==> src/rtl/sparse_mac_pe.sv <==
// Sparse MAC PE: matches streamed compressed weights against a latched IA vector and accumulates per output channel.
// Latency: last weight transfer at cycle t -> accumulators final at t+2 -> o_finish and o_oa valid at t+3.
// Backpressure: o_w_ready is high only in PROC; no stall inside the 2-stage pipe. Optional ReLU: SPARSE_MAC_PE_RELU_EN.
module sparse_mac_pe #(
  parameter int IA_NZ     = 32,
  parameter int K_OUT     = 16,
  parameter int DATA_W    = 8,
  parameter int ACC_W     = 20,
  parameter int C_IDX_W   = 5,
  parameter int K_IDX_W   = 4,
  parameter int OUT_SHIFT = 4
) (
  input  logic                        i_clk,
  input  logic                        i_rst_n,
  input  logic                        i_start,
  input  logic [IA_NZ*DATA_W-1:0]     i_ia_data,
  input  logic [IA_NZ*C_IDX_W-1:0]    i_ia_c_idx,
  input  logic [$clog2(IA_NZ):0]      i_ia_len,
  input  logic                        i_w_valid,
  output logic                        o_w_ready,
  input  logic signed [DATA_W-1:0]    i_w_data,
  input  logic [C_IDX_W-1:0]          i_w_c_idx,
  input  logic [K_IDX_W-1:0]          i_w_k_idx,
  input  logic                        i_w_last,
  output logic                        o_busy,
  output logic                        o_finish,
  output logic [K_OUT*DATA_W-1:0]     o_oa
);

  localparam int LEN_W = $clog2(IA_NZ) + 1;

  localparam logic [2:0] S_IDLE   = 3'd0;
  localparam logic [2:0] S_LOAD   = 3'd1;
  localparam logic [2:0] S_PROC   = 3'd2;
  localparam logic [2:0] S_DRAIN  = 3'd3;
  localparam logic [2:0] S_FINISH = 3'd4;

  // Saturation bounds; the accumulator sum carries one guard bit
  localparam logic signed [ACC_W:0]   ACC_MAX = {2'b00, {(ACC_W-1){1'b1}}};
  localparam logic signed [ACC_W:0]   ACC_MIN = {2'b11, {(ACC_W-1){1'b0}}};
  localparam logic signed [ACC_W-1:0] OA_MAX  = {{(ACC_W-DATA_W+1){1'b0}}, {(DATA_W-1){1'b1}}};
  localparam logic signed [ACC_W-1:0] OA_MIN  = {{(ACC_W-DATA_W+1){1'b1}}, {(DATA_W-1){1'b0}}};

  logic [2:0]                 state;
  logic                       drain_cnt;
  logic                       w_xfer;

  logic [IA_NZ*DATA_W-1:0]    ia_data_q;
  logic [IA_NZ*C_IDX_W-1:0]   ia_c_q;
  logic [LEN_W-1:0]           ia_len_q;

  logic                       hit;
  logic signed [DATA_W-1:0]   sel_a;
  logic                       k_ok;

  logic                       s1_vld;
  logic signed [DATA_W-1:0]   s1_a;
  logic signed [DATA_W-1:0]   s1_w;
  logic [K_IDX_W-1:0]         s1_k;

  logic signed [ACC_W-1:0]    acc [K_OUT];
  logic signed [ACC_W-1:0]    acc_rd;
  logic signed [2*DATA_W-1:0] prod;
  logic signed [ACC_W:0]      prod_ext;
  logic signed [ACC_W:0]      sum;
  logic signed [ACC_W-1:0]    acc_nxt;

  // Clamp the pre-shifted accumulator to the OA range, optionally zeroing negatives
  function automatic logic [DATA_W-1:0] oa_of(input logic signed [ACC_W-1:0] a);
    logic signed [ACC_W-1:0] sh;
    logic signed [ACC_W-1:0] cl;
    sh = a >>> OUT_SHIFT;
    if (sh > OA_MAX)      cl = OA_MAX;
    else if (sh < OA_MIN) cl = OA_MIN;
    else                  cl = sh;
`ifdef SPARSE_MAC_PE_RELU_EN
    if (cl[ACC_W-1]) cl = '0;
`endif
    return cl[DATA_W-1:0];
  endfunction

  assign w_xfer    = i_w_valid && (state == S_PROC);
  assign o_w_ready = (state == S_PROC);
  assign o_busy    = (state == S_LOAD) || (state == S_PROC) || (state == S_DRAIN);
  assign o_finish  = (state == S_FINISH);

  // Job control FSM; DRAIN lasts exactly two cycles to flush both pipe stages
  always_ff @(posedge i_clk or negedge i_rst_n) begin
    if (!i_rst_n) begin
      state     <= S_IDLE;
      drain_cnt <= 1'b0;
    end else begin
      case (state)
        S_IDLE:   if (i_start) state <= S_LOAD;
        S_LOAD:   state <= S_PROC;
        S_PROC: begin
          if (w_xfer && i_w_last) begin
            state     <= S_DRAIN;
            drain_cnt <= 1'b0;
          end
        end
        S_DRAIN: begin
          if (drain_cnt) state <= S_FINISH;
          drain_cnt <= 1'b1;
        end
        S_FINISH: if (!i_start) state <= S_IDLE;
        default:  state <= S_IDLE;
      endcase
    end
  end

  // Latch the IA vector once per job; an over-long length saturates at IA_NZ
  always_ff @(posedge i_clk or negedge i_rst_n) begin
    if (!i_rst_n) begin
      ia_data_q <= '0;
      ia_c_q    <= '0;
      ia_len_q  <= '0;
    end else if (state == S_LOAD) begin
      ia_data_q <= i_ia_data;
      ia_c_q    <= i_ia_c_idx;
      ia_len_q  <= (i_ia_len > LEN_W'(IA_NZ)) ? LEN_W'(IA_NZ) : i_ia_len;
    end
  end

  // Parallel channel match; scanning downwards lets the lowest index win
  always_comb begin
    hit   = 1'b0;
    sel_a = '0;
    for (int j = IA_NZ - 1; j >= 0; j--) begin
      if ((LEN_W'(j) < ia_len_q) && (ia_c_q[j*C_IDX_W +: C_IDX_W] == i_w_c_idx)) begin
        hit   = 1'b1;
        sel_a = ia_data_q[j*DATA_W +: DATA_W];
      end
    end
  end

  assign k_ok = {1'b0, i_w_k_idx} < (K_IDX_W+1)'(K_OUT);

  // Stage 1: register matched operand pair; misses and out-of-range k become bubbles
  always_ff @(posedge i_clk or negedge i_rst_n) begin
    if (!i_rst_n) begin
      s1_vld <= 1'b0;
      s1_a   <= '0;
      s1_w   <= '0;
      s1_k   <= '0;
    end else begin
      s1_vld <= w_xfer && hit && k_ok;
      s1_a   <= sel_a;
      s1_w   <= i_w_data;
      s1_k   <= i_w_k_idx;
    end
  end

  // Stage 2 read side: select the target accumulator and form the saturated sum
  always_comb begin
    acc_rd = '0;
    for (int k = 0; k < K_OUT; k++) begin
      if (s1_k == K_IDX_W'(k)) acc_rd = acc[k];
    end
  end

  assign prod     = s1_a * s1_w;
  assign prod_ext = (ACC_W+1)'(prod);
  assign sum      = $signed({acc_rd[ACC_W-1], acc_rd}) + prod_ext;

  // Clamp the guarded sum back into accumulator range
  always_comb begin
    acc_nxt = sum[ACC_W-1:0];
    if (sum > ACC_MAX)      acc_nxt = ACC_MAX[ACC_W-1:0];
    else if (sum < ACC_MIN) acc_nxt = ACC_MIN[ACC_W-1:0];
  end

  // Stage 2 write side: single-cycle read-modify-write, so back-to-back hits on one k chain correctly
  always_ff @(posedge i_clk or negedge i_rst_n) begin
    if (!i_rst_n) begin
      for (int k = 0; k < K_OUT; k++) acc[k] <= '0;
    end else if (state == S_LOAD) begin
      for (int k = 0; k < K_OUT; k++) acc[k] <= '0;
    end else if (s1_vld) begin
      for (int k = 0; k < K_OUT; k++) begin
        if (s1_k == K_IDX_W'(k)) acc[k] <= acc_nxt;
      end
    end
  end

  // Output register tracks acc every cycle; cleared alongside acc on LOAD so it reads 0 right after
  always_ff @(posedge i_clk or negedge i_rst_n) begin
    if (!i_rst_n) begin
      o_oa <= '0;
    end else if (state == S_LOAD) begin
      o_oa <= '0;
    end else begin
      for (int k = 0; k < K_OUT; k++) o_oa[k*DATA_W +: DATA_W] <= oa_of(acc[k]);
    end
  end

endmodule
==> config.mk <==
export PLATFORM = sky130hd
export DESIGN_NAME = sparse_mac_pe
export DESIGN_NICKNAME = d
export VERILOG_FILES = /design/src/rtl/sparse_mac_pe.sv
export SDC_FILE = /design/constraint.sdc
export NUM_CORES = 2
export LEC_CHECK = 0
export ABC_AREA = 1
export ABC_CLOCK_PERIOD_IN_PS = 7960
export BUFFER_PORTS_ARGS = -buffer_cell sky130_fd_sc_hd__buf_2
export CORE_UTILIZATION = 40
export CTS_BUF_LIST = sky130_fd_sc_hd__clkbuf_4 sky130_fd_sc_hd__clkbuf_8 sky130_fd_sc_hd__clkbuf_16
export DETAILED_ROUTE_END_ITERATION = 7
export SLEW_MARGIN = 10
export SYNTH_ARGS = -nofsm -noshare
export SYNTH_HDL_FRONTEND = slang
export SYNTH_SLANG_ARGS = --single-unit
==> constraint.sdc <==
create_clock -name i_clk -period 7.96 [get_ports i_clk]
set_input_delay 0.398 -clock i_clk [delete_from_list [all_inputs] [get_ports i_clk]]
set_output_delay 0.398 -clock i_clk [all_outputs]
set_load 0.1 [all_outputs]
Word level (Yosys, flattened, before mapping)
Cells that the tools add are included.
{ "totals": {"regBits": 895, "input_bits": 444, "out_inout_bits": 131, "wordCells": 366} }
{ "classes": {"add_sub_neg": 1, "mul": 1, "order_cmp": 67, "n_eq_ne": 55, "mux": 141, "n_reduce_logical": 75} }
{ "op_table": {"columns": ["cell", "count"], "rows": [
  ["$mux W20", 34],
  ["$mux W320", 2],
  ["$mux W8", 64],
  ["$gt A16 B8 Y1 const B", 16],
  ["$lt A16 B8 Y1 const B", 16],
  ["$eq A5 B5 Y1", 32],
  ["$mux W128", 1],
  ["$lt A5 B6 Y1 const A", 16],
  ["$lt A4 B6 Y1 const A", 8],
  ["$reduce_bool A2 Y1", 18],
  ["$logic_and A1 B1 Y1", 35],
  ["$reduce_and A2 Y1", 17],
  ["$mux W1", 33],
  ["$eq A4 B4 Y1 const B", 8],
  ["$lt A3 B6 Y1 const A", 4],
  ["$add A20 B16 Y21", 1],
  ["$gt A21 B20 Y1 const B", 1],
  ["$lt A21 B20 Y1 const B", 1],
  ["$eq A4 B3 Y1 const B", 4],
  ["$mul A8 B8 Y16", 1],
  ["$pmux W3 S5", 1],
  ["$lt A1 B6 Y1 const A", 2],
  ["$lt A2 B6 Y1 const A", 2],
  ["$mux W3", 4],
  ["14 further kinds", 19]
]} }

Depth between registers and ports, before layout
{ "depth": {"word_depth": 35, "mapped_depth": 45, "ltp_nobuf": 42} }

Least setup slack after synthesis
OpenSTA, ideal clock, no wires.
{ "synth_timing": {"path_kind": "register to register", "start": "reg s1_k[1]", "end": "reg acc[318] (netlist bit)", "setup_ns": 0.077, "arrival_time_ns": 7.063, "required_time_ns": 7.883, "path_slack_ns": 0.820, "stages_incl_launch_ff": 41, "n_path_buf": 4, "synth_period_minus_slack_ns": 7.140, "path_cell_list": "dfrtp_1 > inv_1 > nor2_1 > inv_1 > nor2_1 > clkbuf_1 > clkbuf_1 > a221oi_1 > o21ai_0 > nor3_1 > nand4_1 > o22ai_1 > o21ai_0 > a2111oi_0 > fa_1 > fa_1 > inv_1 > ha_1 > (+5 left out) > and2_4 > o221ai_2 > a21oi_1 > o21bai_2 > nand2_1 > o21a_1 > o21ai_2 > a21o_1 > a21oi_2 > xnor2_4 > nand2_4 > nor2_4 > inv_2 > buf_8 > nand2_2 > buf_6 > nand2_1 > o21ai_1"} }
{ "synth_between": {"elab_chain_cells": 24, "word_cells_on_any_way": 42, "classes_between": "add/sub: 1; order compare: 2; eq/ne: 15; mux: 21; reduce/logical: 3"} }
{ "synth_rtl": {"columns": ["item", "line", "rtl"], "rows": [
  ["start: declaration", "59", "logic [K_IDX_W-1:0] s1_k;"],
  ["start signal: assignment", "150", "s1_k <= i_w_k_idx;"],
  ["$logic_not A4 Y1", "158, 181", null],
  ["$mux W20 (16 in series)", "158", "if (s1_k == K_IDX_W'(k)) acc_rd = acc[k];"],
  ["$add A20 B16 Y21", "164", "assign sum = $signed({acc_rd[ACC_W-1], acc_rd}) + prod_ext;"],
  ["$lt A21 B20 Y1", "170", "else if (sum < ACC_MIN) acc_nxt = ACC_MIN[ACC_W-1:0];"],
  ["$mux W20", "170", null],
  ["$mux W20", "169", "if (sum > ACC_MAX) acc_nxt = ACC_MAX[ACC_W-1:0];"],
  ["$mux W20", "181", "if (s1_k == K_IDX_W'(k)) acc[k] <= acc_nxt;"],
  ["$mux W320", "179", "end else if (s1_vld) begin"],
  ["$mux W320", "177", "end else if (state == S_LOAD) begin"],
  ["end signal: indexed assignment", "181", null],
  ["end: declaration", "61", "logic signed [ACC_W-1:0] acc [K_OUT];"]
]} }
Parallel ways exist; a longest one is shown, timed or not. The select of a mux whose other input is x is not followed.
A chain may end at the register's enable or synchronous reset.

Worst setup path in the final report
{ "layout_timing": {"start": "reg s1_k[3]", "end": "reg acc[217] (netlist bit)"} }
{ "layout_between": {"elab_chain_cells": 24, "word_cells_on_any_way": 42, "classes_between": "add/sub: 1; order compare: 2; eq/ne: 15; mux: 21; reduce/logical: 3"} }
{ "layout_rtl": {"columns": ["item", "line"], "rows": [
  ["$logic_not A4 Y1", "158"],
  ["$mux W20 (16 in series)", "158"],
  ["$add A20 B16 Y21", "164"],
  ["$lt A21 B20 Y1", "170"],
  ["$mux W20", "170"],
  ["$mux W20", "169"],
  ["$mux W20", "181"],
  ["$mux W320", "179"],
  ["$mux W320", "177"]
]} }
Parallel ways exist; a longest one is shown, timed or not. The select of a mux whose other input is x is not followed.

==> results.py <==
metrics = {
    "timing": {
        "finalClockSkew_ps": 32.4,
        "post-route-period-util_pct": 99.5,
        "tns_ps": 0,
        "holdWs_ps": 48.8,
        "rsz0062_at_grt": "yes",
        "slew_viol_final": 0,
        "worst_slew_pin_slew_ps": 1210,
        "finalHoldViolCount": 0,
        "setup_ws_ps": 36.1,
        "setup_viol": 0,
        "timing.fmax_mhz": 126,
        "slew_headroom_pct": 19.1,
        "period_minus_slack_ps": 7920,
    },
    "final_layout": {
        "fin_nets": 6962,
        "final_common_cell": "nand2_1",
        "drive_above_1_share_pct": 18.4,
        "area_growth_pct": 33.0,
        "layout_common_cells": "nand2_1, dfrtp_1, buf_2",
        "stdcell_area_um2": 58700,
    },
    "placement": {
        "port_buffers": 574,
        "place_ws_ps": -446,
        "placed_area_um2": 49400,
        "dp_hpwl_um": 111000,
        "gp_congestion": 0.933,
    },
    "routing": {
        "finalWirelength_um": 160000,
        "drtPass1Iterations": 5,
        "antenna_left": 0,
        "post_drt_wl_per_cell_um": 20.1,
        "drc_errors": 0,
        "viasPerCell": 5.12,
        "drtIter0Drc": 3564,
        "vias": 40719,
    },
    "logic_synthesis": {
        "syn-num-nets": 5910,
        "synth-seq-cells": 895,
        "syn-instance-count": 5326,
        "ys.flop_type": "dfrtp_1",
        "synthTopCellsByArea": "dfrtp_1, nand2_1, inv_1",
        "synthArstFlopShare_pct": 100,
        "avgSynthCellArea_um2": 8.28,
        "synth_top_cell_by_area": "dfrtp_1",
        "synth_area_um2": 44100,
        "synth_edf_count": 0,
        "yosys_warnings": 0,
        "seq_area_frac_synth_pct": 50.8,
        "ys_types": 60,
        "synth_top_area_share_pct": 50.8,
    },
    "grt": {
        "gr-total-overflow": 0,
        "grt_start_max_net_pins": 212,
        "grt_usage_pct": 28.0,
        "grt_pass1_wl_um": 240000,
        "antenna_found_initial": 12,
        "grt_pass1_vias": 40721,
    },
    "floorplanning": {
        "dieArea_um2": 112000,
        "start_util_pct": 40.4,
        "rows": 121,
        "die_w_um": 334,
        "pin_count": 575,
        "fp.coreArea_um2": 109000,
        "die_h_um": 334,
    },
    "setup_path": {
        "crit_family": "compound AO/OA/AOI/OAI gates",
        "critPathKind": "flop to flop",
        "cp.required_ps": 8570,
        "start_kind": "flop",
        "cp.buffers_inverters": 9,
        "cp_slowest_stage_delay_ps": 530,
        "crit_top_cell": "fa_1",
        "cp.arrival_ps": 8540,
        "worst_path_max_delay_cell": "fa_1",
        "critPathCaptureType": "flop",
        "worstPathMaxFanout": 8,
    },
    "status": {
        "status": "complete, no violations",
    },
    "cts": {
        "htree_num_levels": 3,
        "worstSkewPairLatency_ps": 720,
        "clock-sinks": 895,
        "cts_buffer_depth": 3,
        "cts.clk_slew.worst_paths_ps": 60,
        "cts_root_buffer": "clkbuf_16",
        "cts_tree": "built",
        "cts_made_buffers": 100,
    },
    "run": {
        "cap_violations": 0,
    },
    "min_path": {
        "hold_path.class": "primary input to flop",
    },
}
-- per-stage QoR --
step                      std cells  utilization (%)
after global placement         7302             45.3
after global routing           7948             53.7
final                          7949             53.7
after detailed placement       7302             45.3
after CTS                      7915             52.7
after floorplan                5326                -
-- Yosys cell counts, types with 3 or more instances --
cell / count
and2_1: 3
buf_1: 8
o2111ai_1: 11
o211ai_1: 4
nor4_1: 17
o21ai_2: 4
o21ai_0: 322
o21bai_2: 3
clkinv_1: 6
nand4_1: 86
a21oi_2: 3
dfrtp_1: 895
a211oi_1: 6
buf_2: 26
o21ai_4: 10
a21oi_1: 241
nor2_1: 155
o21ai_1: 173
o41ai_1: 7
o221ai_1: 26
a31oi_1: 4
a22o_1: 4
clkbuf_1: 190
a2111oi_0: 6
ha_1: 48
or2_2: 21
nand3_1: 43
a221oi_1: 38
xnor2_1: 34
buf_6: 12
nor3_1: 38
nor2_2: 3
o221a_2: 15
inv_1: 572
inv_2: 6
fa_1: 92
nand2_1: 2039
xor2_1: 99
o22ai_1: 30
-- worst min-delay path, cell delays in order --
cell	delay, ps
buf_2	150
nand2_1	100
nand2_1	60
-- layer usage --
layer,global-route usage (%),up-vias,wire length [um]
met5,0,-,26
met4,11.9,4,7700
met3,4.91,392,10700
met2,45.4,1610,75200
met1,37.0,19641,66200
li1,-,19072,-
-- area by class of cell --
cell class              count  area [um2]
well taps                1476        1850
repair buffers           1189        9160
clock inverters            47         722
diodes                      8        20.0
inverters                 584        2200
multi-input cells        3608       19300
fillers                  9762       50500
clock buffers             142        2980
flip-flops and latches    895       22400
-- cells by family (layout without fill, tap and decap cells) --
| logic type | Yosys count | count (layout) | synth area share [%] |
|---|---|---|---|
| simple gates | 2416 | 2416 | 21.6 |
| compound gates | 917 | 917 | 12.0 |
| flops | 895 | 895 | 50.8 |
| xor+xnor | 135 | 135 | 2.74 |
| fa+ha+maj | 140 | 140 | 5.54 |
| other cells | 0 | 8 | 0 |
| buf+inv | 823 | 1962 | 7.32 |
-- final timing paths --
check	from	to	slack (ps)	cells past startpoint
setup / recovery	s1_k[3]	acc[217]	40	42
hold / removal	i_ia_data[157]	ia_data_q[157]	50	3
setup reg to reg	s1_k[3]	acc[217]	40	42
hold reg to reg	ia_data_q[247]	ia_data_q[247]	470	2
max in group asynchronous	i_rst_n	ia_data_q[54]	5560	4
min in group asynchronous	i_rst_n	o_oa[35]	350	2
-- repair_timing --
action                                  CTS  global route
gates cloned                              0            10
hold endpoints to repair                513             0
buffers inserted                          9            17
endpoints found under the setup margin  304           319
hold buffers                            415             0
pin swaps                                 9            57
gates resized for setup                  14           256
-- sequential cells by signal, summed over array words and instances, names as in the netlist --
| signal | flops |
|---|---|
| o_oa | 128 |
| ia_c_q | 160 |
| s1_k | 4 |
| state | 3 |
| s1_w | 8 |
| drain_cnt | 1 |
| s1_a | 8 |
| ia_data_q | 256 |
| s1_vld | 1 |
| acc | 320 |
| ia_len_q | 6 |
Power is not shown: default switching activity piles up to over one toggle a cycle in this logic, so the estimate is an artifact.
